$ cat src/rtl/uart_pkg.sv
`default_nettype none
// ============================================================================
// Package : uart_pkg
// Desc    : Shared UART defaults, baud tick derivation and TX state encoding.
//           UART_TX_PARITY_EN adds the PARITY state to the enumeration.
// Rev     : 1.0
// ============================================================================
package uart_pkg;

  localparam int DEFAULT_CLK_FREQ  = 50_000_000;
  localparam int DEFAULT_BAUD_RATE = 115_200;

  // Clocks per line bit; integer division truncates toward zero.
  function automatic int calc_baud_tick(input int clk_freq, input int baud_rate);
    return clk_freq / baud_rate;
  endfunction

`ifdef UART_TX_PARITY_EN
  typedef enum logic [2:0] {
    ST_IDLE   = 3'd0,
    ST_START  = 3'd1,
    ST_DATA   = 3'd2,
    ST_PARITY = 3'd3,
    ST_STOP   = 3'd4
  } tx_state_t;
`else
  typedef enum logic [2:0] {
    ST_IDLE  = 3'd0,
    ST_START = 3'd1,
    ST_DATA  = 3'd2,
    ST_STOP  = 3'd4
  } tx_state_t;
`endif

endpackage
`default_nettype wire

$ cat src/rtl/uart_tx_fifo.sv
`default_nettype none
// ============================================================================
// Module : uart_tx_fifo
// Desc   : DEPTH x 8 transmit buffer; pointers wrap modulo DEPTH, which must
//          be a power of two. Push while full and pop while empty are ignored.
// Rev    : 1.0
// ============================================================================
module uart_tx_fifo #(
  parameter int DEPTH = 4
) (
  input  logic                     clk,
  input  logic                     rst_n,
  input  logic                     push,
  input  logic [7:0]               wr_data,
  input  logic                     pop,
  output logic [7:0]               rd_data,
  output logic [$clog2(DEPTH):0]   count,
  output logic                     full,
  output logic                     empty
);

  localparam int                 c_PTR_W    = $clog2(DEPTH);
  localparam logic [c_PTR_W:0]   c_FULL_CNT = (c_PTR_W + 1)'(DEPTH);

  logic [7:0]         r_mem [DEPTH];
  logic [c_PTR_W-1:0] r_wr_ptr;
  logic [c_PTR_W-1:0] r_rd_ptr;
  logic [c_PTR_W:0]   r_count;
  logic               w_push;
  logic               w_pop;

  assign w_push  = push && !full;
  assign w_pop   = pop && !empty;
  assign full    = (r_count == c_FULL_CNT);
  assign empty   = (r_count == '0);
  assign count   = r_count;
  assign rd_data = r_mem[r_rd_ptr];

  always_ff @(posedge clk or negedge rst_n) begin
    if (!rst_n) begin
      r_wr_ptr <= '0;
      r_rd_ptr <= '0;
      r_count  <= '0;
    end else begin
      if (w_push) r_wr_ptr <= r_wr_ptr + 1'b1;
      if (w_pop)  r_rd_ptr <= r_rd_ptr + 1'b1;
      // Simultaneous push and pop leave the occupancy unchanged.
      case ({w_push, w_pop})
        2'b10:   r_count <= r_count + 1'b1;
        2'b01:   r_count <= r_count - 1'b1;
        default: r_count <= r_count;
      endcase
    end
  end

  always_ff @(posedge clk) begin
    if (w_push) r_mem[r_wr_ptr] <= wr_data;
  end

endmodule
`default_nettype wire

$ cat src/rtl/uart_tx.sv
`default_nettype none
// ============================================================================
// Module : uart_tx
// Desc   : Buffered UART transmitter, 8N1 by default; defining
//          UART_TX_PARITY_EN inserts an even parity bit (8E1).
// Rev    : 1.0
// ============================================================================
module uart_tx
  import uart_pkg::*;
#(
  parameter int CLK_FREQ   = DEFAULT_CLK_FREQ,
  parameter int BAUD_RATE  = DEFAULT_BAUD_RATE,
  parameter int FIFO_DEPTH = 4
) (
  input  logic       clk,
  input  logic       rst_n,
  input  logic [7:0] data,
  input  logic       data_valid,
  output logic       ready,
  output logic       tx,
  output logic       busy
);

  localparam int                 c_BAUD_TICK = calc_baud_tick(CLK_FREQ, BAUD_RATE);
  localparam int                 c_CNT_W     = (c_BAUD_TICK > 1) ? $clog2(c_BAUD_TICK) : 1;
  localparam int                 c_FCNT_W    = $clog2(FIFO_DEPTH) + 1;
  localparam logic [c_CNT_W-1:0] c_BAUD_LAST = c_CNT_W'(c_BAUD_TICK - 1);

  tx_state_t           r_state;
  logic [c_CNT_W-1:0]  r_baud_cnt;
  logic [2:0]          r_bit_idx;
  logic [7:0]          r_shift;

  logic                w_push;
  logic                w_pop;
  logic                w_full;
  logic                w_empty;
  logic                w_baud_last;
  logic [7:0]          w_rd_data;
  logic [c_FCNT_W-1:0] w_count;

  assign ready       = !w_full;
  assign w_push      = data_valid && ready;
  assign w_baud_last = (r_baud_cnt == c_BAUD_LAST);
  // Pop from IDLE, or in the final stop-bit clock so frames run back-to-back.
  assign w_pop       = !w_empty &&
                       ((r_state == ST_IDLE) || ((r_state == ST_STOP) && w_baud_last));

  uart_tx_fifo #(
    .DEPTH (FIFO_DEPTH)
  ) u_fifo (
    .clk     (clk),
    .rst_n   (rst_n),
    .push    (w_push),
    .wr_data (data),
    .pop     (w_pop),
    .rd_data (w_rd_data),
    .count   (w_count),
    .full    (w_full),
    .empty   (w_empty)
  );

  // tx is registered from the current state, so the line lags the state by one clock.
  always_ff @(posedge clk or negedge rst_n) begin
    if (!rst_n) begin
      r_state    <= ST_IDLE;
      r_baud_cnt <= '0;
      r_bit_idx  <= '0;
      r_shift    <= '0;
      tx         <= 1'b1;
      busy       <= 1'b0;
    end else begin
      busy <= (r_state != ST_IDLE) || (w_count != '0);

      if (r_state == ST_IDLE || w_baud_last) r_baud_cnt <= '0;
      else                                   r_baud_cnt <= r_baud_cnt + 1'b1;

      if (w_pop) r_shift <= w_rd_data;

      case (r_state)
        ST_IDLE: begin
          tx <= 1'b1;
          if (w_pop) r_state <= ST_START;
        end
        ST_START: begin
          tx <= 1'b0;
          if (w_baud_last) begin
            r_bit_idx <= '0;
            r_state   <= ST_DATA;
          end
        end
        ST_DATA: begin
          tx <= r_shift[r_bit_idx];
          if (w_baud_last) begin
            r_bit_idx <= r_bit_idx + 3'd1;
            if (r_bit_idx == 3'd7) begin
`ifdef UART_TX_PARITY_EN
              r_state <= ST_PARITY;
`else
              r_state <= ST_STOP;
`endif
            end
          end
        end
`ifdef UART_TX_PARITY_EN
        ST_PARITY: begin
          tx <= ^r_shift;
          if (w_baud_last) r_state <= ST_STOP;
        end
`endif
        ST_STOP: begin
          tx <= 1'b1;
          if (w_baud_last) r_state <= w_pop ? ST_START : ST_IDLE;
        end
        default: begin
          tx      <= 1'b1;
          r_state <= ST_IDLE;
        end
      endcase
    end
  end

endmodule
`default_nettype wire

$ cat config.mk
export PLATFORM = sky130hd
export DESIGN_NAME = uart_tx
export DESIGN_NICKNAME = d
export VERILOG_FILES = /design/src/rtl/uart_pkg.sv /design/src/rtl/uart_tx_fifo.sv /design/src/rtl/uart_tx.sv
export SDC_FILE = /design/constraint.sdc
export NUM_CORES = 1
export LEC_CHECK = 0
export CORE_UTILIZATION = 55
export DETAILED_ROUTE_END_ITERATION = 12
export PLACE_DENSITY = 0.76
export SETUP_SLACK_MARGIN = 0.15
export SYNTH_ARGS = -nofsm -noshare
export SYNTH_HDL_FRONTEND = slang
export SYNTH_SLANG_ARGS = --single-unit
$ cat constraint.sdc
create_clock -name clk -period 3 [get_ports clk]
set_clock_uncertainty 0.15 [all_clocks]
set_input_delay 0.6 -clock clk [delete_from_list [all_inputs] [get_ports clk]]
set_output_delay 0.6 -clock clk [all_outputs]
set_load 0.02 [all_outputs]
* After elaboration in Yosys (flattened, before gate mapping)
Memories as Yosys holds them, arrays and structs flattened. A register that Yosys moved wholly into a read port is not among the register bits.
Index checks and enable logic that the tools add are counted.
** Operators by class
- Add/sub/neg operators :: 6
- Muxes and demuxes :: 17
- Reduce and logical (&&, ||, !) cells :: 19
- Order comparisons :: 1
- Equal/unequal tests :: 13
** Operator list (number)
- 3-bit two-way mux :: 7
- 3-bit one-hot mux with 2 select lines :: 2
- 3-bit one-hot mux with 4 select lines :: 1
- 9-bit by 1-bit adder with 9-bit output, second input constant :: 1
- 3-bit == test, second input constant :: 3
- 9-bit == test, second input constant :: 1
- 9-bit two-way mux :: 1
- 2-bit != test, second input constant :: 4
- 3-bit by 1-bit adder with 3-bit output, second input constant :: 2
- 3-bit zero test :: 2
- 3-bit nonzero test :: 2
- 1-bit logical AND :: 5
- 5-bit AND reduction :: 1
- 2-bit by 1-bit adder with 2-bit output, second input constant :: 2
- 3-bit by 4-bit < comparator with 1-bit output, second input constant :: 1
- 1-bit two-way mux :: 4
- 2-bit nonzero test :: 2
- 1-bit binary-select mux with 3-bit select :: 1
- 3-bit by 1-bit == test with 1-bit output, second input constant :: 1
- 3-bit by 2-bit == test with 1-bit output, second input constant :: 1
- 1-bit zero test :: 3
- 1-bit logical OR :: 3
- 3-bit AND reduction :: 1
- 3-bit by 1-bit subtractor with 3-bit output, second input constant :: 1
- 4 further kinds :: 4
** Word-level totals
- Output and inout port bits :: 3
- Register bits :: 24
- Input port bits :: 11
- Memories :: 1
- RAM bits :: 32
- Word-level logic and storage cells :: 65
** Memory list
- u_fifo.r_mem :: words 4, bits a word 8, read ports 1, clocked after Yosys merged registers in 1, wr ports 1, line uart_tx_fifo.sv:25 : logic [7:0] r_mem [DEPTH];

* Longest topological paths before layout
Gate-level depths: netlist (run 1).
- Depth after elaboration :: 7
- Mapped depth :: 13
- Depth with buffers taken out :: 12

* Cells and area by module
A second synthesis (run 1) with hierarchy kept.
** Second synthesis, totals
- Cells, all modules :: 191
- Area, all modules :: 2842.7 um^2
** By module, submodules not included
- uart_tx_fifo :: area an instance 1584.0 um^2, cells an instance 80, times used 1, sequential area each 1136.1 um^2
- uart_tx :: area an instance 1258.7 um^2, cells an instance 111, times used 1, sequential area each 626.9 um^2

* Worst setup path before layout (run 1)
No wires, ideal clock.
- Kind :: flip-flop to flip-flop
- Start :: register r_baud_cnt[1]
- End :: register u_fifo.r_count[2], in the netlist u_fifo.count[2]
- Data required time :: 2.771 ns
- Path buffers :: 1
- Setup slack :: 0.279 ns
- Arrival time :: 2.491 ns
- Library setup time :: 0.079 ns
- Period minus slack after synthesis :: 2.721 ns
- Cell stages (with the launch flop) :: 14
- Cells stage by stage :: dfrtp_1 -> inv_1 -> ha_1 -> and4b_4 -> a21boi_2 -> or4_4 -> buf_6 -> inv_1 -> ha_1 -> inv_1 -> fa_1 -> xor2_1 -> nor2_1 -> xor2_1
** Between the ends
- Word-level cells in the longest chain between the ends :: 7
- Elaborated cells between the ends (all ways) :: 9
- Those cells by class :: eq/ne (3); mux (1); reduce/logical (5)
** Ends and longest elaborated chain
- start, declared :: line uart_tx.sv:30 : logic [c_CNT_W-1:0] r_baud_cnt;
- start signal, assigned :: line uart_tx.sv:76 : else r_baud_cnt <= r_baud_cnt + 1'b1;
- 9-bit == test * :: line uart_tx.sv:44 : assign w_baud_last = (r_baud_cnt == c_BAUD_LAST);
- 1-bit logical AND * :: line uart_tx.sv:47 : ((r_state == ST_IDLE) || ((r_state == ST_STOP) && w_baud_last));
- 1-bit logical OR * :: line uart_tx.sv:47
- 1-bit logical AND * :: line uart_tx.sv:46 : assign w_pop = !w_empty &&
- net u_fifo.pop :: line uart_tx_fifo.sv:15 : input logic pop,
- 1-bit logical AND * :: line uart_tx_fifo.sv:33 : assign w_pop = pop && !empty;
- 2-bit by 1-bit == test with 1-bit output / 2-bit == test (equally long branches) :: line uart_tx_fifo.sv:48 : case ({w_push, w_pop})
- 3-bit one-hot mux with 2 select lines / 2-bit nonzero test (equally long branches)
- end signal, assigned :: line uart_tx_fifo.sv:49 : 2'b10: r_count <= r_count + 1'b1;
- end signal, assigned :: line uart_tx_fifo.sv:50 : 2'b01: r_count <= r_count - 1'b1;
- end signal, assigned :: line uart_tx_fifo.sv:51 : default: r_count <= r_count;
- end, declared :: line uart_tx_fifo.sv:28 : logic [c_PTR_W:0] r_count;
The timed path passes the listed nets; every way through them passes the cells marked *.
A chain may end at the register's enable or synchronous reset.

* Worst setup path in the final report (run 1)
Ends and elaborated chain as after synthesis.

==> impl_metrics.json, run 1 <==
{
  "critPathSlowestCell": "or4_4",
  "r2r.worst_path.cells": 12,
  "grt.total_usage": 0.2003,
  "cts_made_buffers": 9,
  "power_uw": 2009,
  "overflow": 0,
  "antenna_found_initial": 0,
  "syn_area_um2": 2825,
  "cts_sinks": 64,
  "synth_area_leader_cell": "edfxtp_1",
  "power_density_nw_per_um2": 626.1,
  "row_count": 25,
  "r2r_start": "r_baud_cnt[1]",
  "drv_slew": 0,
  "place_congestion": 0.8304,
  "synth.most_common_cell": "edfxtp_1",
  "dp.cells": 260,
  "drc": 0,
  "yosys_warnings": 0,
  "grt_pass1_wl_um": 7548,
  "synth_common_cells": "32 x edfxtp_1, 31 x dfrtp_1, 13 x nor2_1",
  "netlist.area_leader.share": 0.3401,
  "clkLatencyLatePin_ps": 330,
  "postRouteWirelength_um": 4509,
  "die_w_um": 73.67,
  "rsz0062_at_grt": "false",
  "dpl_worst_slack_ps": 239.9,
  "avgSynthCellArea_um2": 15.35,
  "gr-usage-met2": 0.3303,
  "crit_fanout": 4,
  "postCtsHoldBufs": 0,
  "ys.flop_type": "edfxtp_1",
  "coreArea_um2": 4817,
  "finalHoldViolCount": 0,
  "boundaryPins": 14,
  "dieArea_um2": 5427,
  "fin_ws_ps": 288.0,
  "rr_endpoint": "u_fifo.count[2]",
  "antenna_cells": 0,
  "antenna_left": 0,
  "setup_viol": 0,
  "status": "finished clean",
  "cts_tree": "done",
  "dr_total_vias": 1498,
  "busiest_layer": "met2",
  "worstHoldPathType": "flip-flop to flip-flop",
  "grtUsageMet1": 0.2429,
  "synth_edf_count": 32,
  "grt_max_degree": 33,
  "hpwl_um": 3066,
  "via_per_inst": 5.408,
  "final_cells": 277,
  "synth_seq_cells": 64,
  "cp-start-kind": "flip-flop",
  "grt_pass1_vias": 1623,
  "cts_buffer_depth": 2,
  "wire_per_inst_um": 16.28,
  "first_pass_iters": 4,
  "crit_top_cell": "inv_1",
  "crit_end": "u_fifo.count[2]",
  "slew_headroom": 0.3233,
  "htreeDepth": 3,
  "required_ps": 3110,
  "critical_path_class": "flip-flop to flip-flop",
  "drt_iter0_drc": 80,
  "setup_tns_ps": 0,
  "cts_root_buf": "clkbuf_8",
  "drive_above_1_share": 0.2429,
  "async_reset_ff_frac": 0.5000,
  "die_h_um": 73.67,
  "nNetsFinal": 226,
  "endpoint_kind": "flip-flop",
  "reg2reg_setup_slack_ps": 290,
  "final_util": 0.6662,
  "slowest_delay_ps": 490,
  "syn_nets": 205,
  "clk_pin_slew_worst_paths_ps": 70,
  "cp_cell_sequence": "inv_1 > ha_1 > and4b_4 > a21boi_2 > or4_4 > inv_1 > ha_2 > inv_1 > fa_2 > xor2_1 > nor2_1 > xor2_1",
  "port_buffers": 13,
  "syn_to_final_growth_pct": 13.60,
  "finalCriticalPeriod_ps": 2712,
  "initial_utilization": 0.5865,
  "grtUsageMet3": 0.06173,
  "yosysSeqAreaShare": 0.6240,
  "peakVddDrop_uv": 436.7,
  "netlist_instances": 184,
  "fmaxAchievable_mhz": 368.7,
  "ys_types": 43,
  "fin_crit_sh": 0.9040,
  "tightest_slew_ps": 1006,
  "max-cap-violations": 0,
  "p_leak_uw": 0.001282,
  "synth_area_leaders": "edfxtp_1 34%, dfrtp_1 27%, mux4_2 8.0%, mux2_4 4.3%, ha_1 4.0%",
  "critPathArrivalTime_ps": 2820,
  "startpoint": "r_baud_cnt[1]"
}
[cell usage in the layout (no fill, tap or decap), types with 2 or more instances in the layout]
master | Yosys | layout
a21oi_1 | 2 | 2
and2_1 | 2 | 2
and3_1 | 5 | 5
buf_4 | 0 | 3
clkbuf_8 | 0 | 9
clkdlybuf4s50_1 | 0 | 13
clkinv_2 | 0 | 2
clkinvlp_4 | 0 | 4
dfrtp_1 | 31 | 31
edfxtp_1 | 32 | 32
ha_1 | 9 | 8
inv_1 | 8 | 8
mux2_4 | 8 | 8
mux2i_1 | 2 | 2
mux4_2 | 10 | 10
nand2_1 | 5 | 5
nand3_1 | 8 | 8
nor2_1 | 13 | 13
nor2b_1 | 2 | 2
nor3_1 | 3 | 3
o31ai_1 | 3 | 3
xnor2_1 | 8 | 8
xor2_1 | 5 | 5
[stage by stage]
stage / hold WS (ps) / area, um^2
6_report: 343.1 / 3209
5_1_grt: 373.9 / 3209
4_1_cts: 347.2 / 3197
3_5_place_dp: 334.6 / 3024
3_3_place_gp: 315.8 / 3024
2_1_floorplan: 154.4 / 2825
[power breakdown]
part	total, uW	switching (uW)	internal [uW]
logic	271	154	117
registers	1110	51.3	1060
clock network	631	334	297
[logic make-up (layout without fill, tap and decap cells)]
group | Yosys count | count (layout) | synth area share
xor+xnor | 13 | 13 | 0.04030
flops | 64 | 64 | 0.6240
simple gates | 53 | 53 | 0.1098
compound gates | 9 | 9 | 0.02436
buf+inv | 14 | 40 | 0.02126
mux | 21 | 21 | 0.1333
fa+ha+maj | 10 | 10 | 0.04695
[critical path: cells and delay by family, from the launching register on]
family | cells | cell delay [ps]
and+or+nand+nor | 3 | 880
AOI/OAI and AO/OA | 1 | 80
adders and majority gates | 3 | 650
buffers and inverters | 3 | 190
xor gates and xnor gates | 2 | 290
DFF | 1 | 380
[final cells by class]
class                           count  area [um^2]
Tap cell                           67        83.83
Clock inverter                      7        48.80
Inverter                            8        30.03
Timing Repair Buffer               16        152.6
Fill cell                         358         1608
Clock buffer                        9        123.9
Multi-Input combinational cell    106         1007
Sequential cell                    64         1763
[state kept, by name, summed over array words and instances, names as in the netlist]
register         count
u_fifo.r_mem        32
r_baud_cnt           9
r_shift              8
r_bit_idx            3
r_state              3
u_fifo.count         3
u_fifo.r_rd_ptr      2
u_fifo.r_wr_ptr      2
busy                 1
tx                   1
[layer usage]
| metal | routed length (um) | share of wire |
|---|---|---|
| met2 | 2316 | 0.51 |
| met4 | 74 | 0.016 |
| met1 | 1935 | 0.43 |
| met3 | 183 | 0.041 |
| met5 | 0 | 0 |
[worst min path at each step]
stage,from,end,slack (ps),cells after the start
after detailed placement,r_baud_cnt[0],r_baud_cnt[0],330,1
after floorplan,rst_n,busy,150,0
after global routing,r_baud_cnt[0],r_baud_cnt[0],370,1
after global placement,r_baud_cnt[0],r_baud_cnt[0],320,1
after CTS,r_baud_cnt[0],r_baud_cnt[0],350,1
final,r_baud_cnt[0],r_baud_cnt[0],340,1
[repair_timing]
action,4_1_cts,5_1_grt
endpoints found under the setup margin,0,1
gates resized for setup,0,2
setup buffers,0,1
(Power assumes the default switching activity.)
==> inputs of run 2 (changes only) <==
--- a/config.mk
+++ b/config.mk
@@ -5,6 +5,7 @@
 export SDC_FILE = /design/constraint.sdc
 export NUM_CORES = 1
 export LEC_CHECK = 0
+export CORE_MARGIN = 8
 export CORE_UTILIZATION = 55
 export DETAILED_ROUTE_END_ITERATION = 12
 export PLACE_DENSITY = 0.76
==> run 2 against run 1 <==
  * Worst hold slack better by 9.0 ps
  * Highest routed layer unchanged
  * Total power is 8.3% higher
  * Register-to-register slack about the same
  * Combinational power up 3%
  * Clock power grew 25%
==> impl_metrics.json, run 2 (synthesis gave the netlist of run 1 again) <==
{
  "max-cap-violations": 0,
  "critical_path_class": "flip-flop to flip-flop",
  "slowest_delay_ps": 490,
  "htreeDepth": 3,
  "cts_tree": "done",
  "final_cells": 281,
  "fmaxAchievable_mhz": 368.2,
  "via_per_inst": 5.484,
  "antenna_cells": 0,
  "boundaryPins": 14,
  "setup_tns_ps": 0,
  "hpwl_um": 3030,
  "critPathSlowestCell": "or4_4",
  "final_common_cell": "edfxtp_1",
  "setup_viol": 0,
  "largest_reg_flops": 32,
  "antenna_left": 0,
  "grt_max_degree": 33,
  "cts_root_buf": "clkbuf_8",
  "cts_buffer_depth": 2,
  "grt.total_usage": 0.1330,
  "finalHoldViolCount": 0,
  "syn_to_final_growth_pct": 15.37,
  "first_pass_iters": 4,
  "reg2reg_setup_slack_ps": 280,
  "required_ps": 3110,
  "clkLatencyLatePin_ps": 340,
  "die_w_um": 87.67,
  "antenna_found_initial": 0,
  "drc": 0,
  "dr_total_vias": 1541,
  "p_leak_uw": 0.001310,
  "tightest_slew_ps": 1081,
  "peakVddDrop_uv": 408.8,
  "coreArea_um2": 5042,
  "regMostFlops": "u_fifo.r_mem",
  "dieArea_um2": 7686,
  "clk_pin_slew_worst_paths_ps": 70,
  "nNetsFinal": 227,
  "r2r_start": "r_baud_cnt[1]",
  "status": "finished clean",
  "largest_registers": "u_fifo.r_mem (32), r_baud_cnt (9), r_shift (8)",
  "multi_input_area_um2": 1007,
  "ff_latch_area_um2": 1763,
  "r2r.worst_path.cells": 12,
  "grt_pass1_wl_um": 7596,
  "crit_fanout": 4,
  "finalCriticalPeriod_ps": 2716,
  "wire_per_inst_um": 15.94,
  "final_cell_mix": "32 x edfxtp_1, 31 x dfrtp_1, 13 x nor2_1, 13 x clkdlybuf4s50_1, 10 x mux4_2",
  "grt_pass1_vias": 1592,
  "rr_endpoint": "u_fifo.count[2]",
  "power_density_nw_per_um2": 667.7,
  "worstHoldPathType": "flip-flop to flip-flop",
  "crit_top_cell": "inv_1",
  "place_congestion": 0.8554,
  "drive_above_1_share": 0.2370,
  "rsz0062_at_grt": "false",
  "postRouteWirelength_um": 4478,
  "row_count": 26,
  "fillers": 341,
  "drv_slew": 0,
  "cts_sinks": 64,
  "die_h_um": 87.67,
  "crit_end": "u_fifo.count[2]",
  "port_buffers": 13,
  "initial_utilization": 0.5603,
  "dp.cells": 263,
  "fin_crit_sh": 0.9053,
  "cp-start-kind": "flip-flop",
  "startpoint": "r_baud_cnt[1]",
  "critPathArrivalTime_ps": 2830,
  "cp_cell_sequence": "inv_1 > ha_1 > and4b_4 > a21boi_2 > or4_4 > inv_1 > ha_2 > inv_1 > fa_2 > xor2_1 > nor2_1 > xor2_1",
  "drt_iter0_drc": 79,
  "overflow": 0,
  "cts_made_buffers": 9,
  "slew_headroom": 0.2732,
  "endpoint_kind": "flip-flop"
}
==> run 2: timing repair <==
item | 4_1_cts | 5_1_grt
hold endpoints to repair | 0 | 0
hold buffers | 0 | 0
setup endpoints to repair | 0 | 1
setup buffers | 0 | 2
resized for setup | 0 | 2
==> run 2: stage by stage <==
step | power [uW] | hold slack [ps] | setup WS, ps | cell area, um^2 | utilization
2_1_floorplan | 1297 | 154.4 | 279.4 | 2825 | -
3_3_place_gp | 1373 | 316.3 | 362.7 | 3028 | 0.6005
3_5_place_dp | 1409 | 344.3 | 254.0 | 3028 | 0.6005
4_1_cts | 2195 | 362.2 | 228.1 | 3239 | 0.6424
5_1_grt | 2272 | 381.0 | 168.5 | 3259 | 0.6464
6_report | 2176 | 352.1 | 284.1 | 3259 | 0.6464
==> run 2: worst min path at each step <==
stage	startpoint	to	cells past startpoint
6_report	r_baud_cnt[0]	r_baud_cnt[0]	1
5_1_grt	r_shift[7]	r_shift[7]	1
2_1_floorplan	rst_n	busy	0
4_1_cts	r_baud_cnt[0]	r_baud_cnt[0]	1
3_3_place_gp	r_baud_cnt[0]	r_baud_cnt[0]	1
3_5_place_dp	r_shift[3]	r_shift[3]	1
==> run 2: critical path, delay by kind of cell (launching register included) <==
kind | cells | cell delay, ps
flip-flops | 1 | 400
buffers and inverters | 3 | 180
XOR/XNOR | 2 | 320
adder cells (fa/ha/maj) | 3 | 630
AND/OR/NAND/NOR | 3 | 880
AO/OA/AOI/OAI | 1 | 80
==> run 2: cell type report <==
type / instances / area share
flip-flops and latches: 64 / 0.5409
multi-input cells: 106 / 0.3090
repair buffers: 17 / 0.04914
clock buffers: 10 / 0.03916
well taps: 70 / 0.02687
clock inverters: 6 / 0.02572
inverters: 8 / 0.009213
==> run 2: routing by layer <==
metal,part of all wire,up-vias,global-route usage
li1,-,724,-
met1,0.44,774,0.1575
met2,0.49,37,0.2094
met3,0.056,6,0.05722
met4,0.013,0,0.05156
met5,0,-,0
==> run 2: power by group <==
part / switching [uW] / leakage, uW / internal (uW) / total, uW
clock: 324 / 0.0000999 / 463 / 787
combinational: 159 / 0.000529 / 119 / 279
sequential: 53.3 / 0.000681 / 1060 / 1110
==> inputs of run 3 (changes only) <==
--- a/config.mk
+++ b/config.mk
@@ -5,7 +5,6 @@
 export SDC_FILE = /design/constraint.sdc
 export NUM_CORES = 1
 export LEC_CHECK = 0
-export CORE_MARGIN = 8
 export CORE_UTILIZATION = 55
 export DETAILED_ROUTE_END_ITERATION = 12
 export PLACE_DENSITY = 0.76
==> results of run 3 <==
No change in the layout: final DEF, timing and power equal those of run 1.
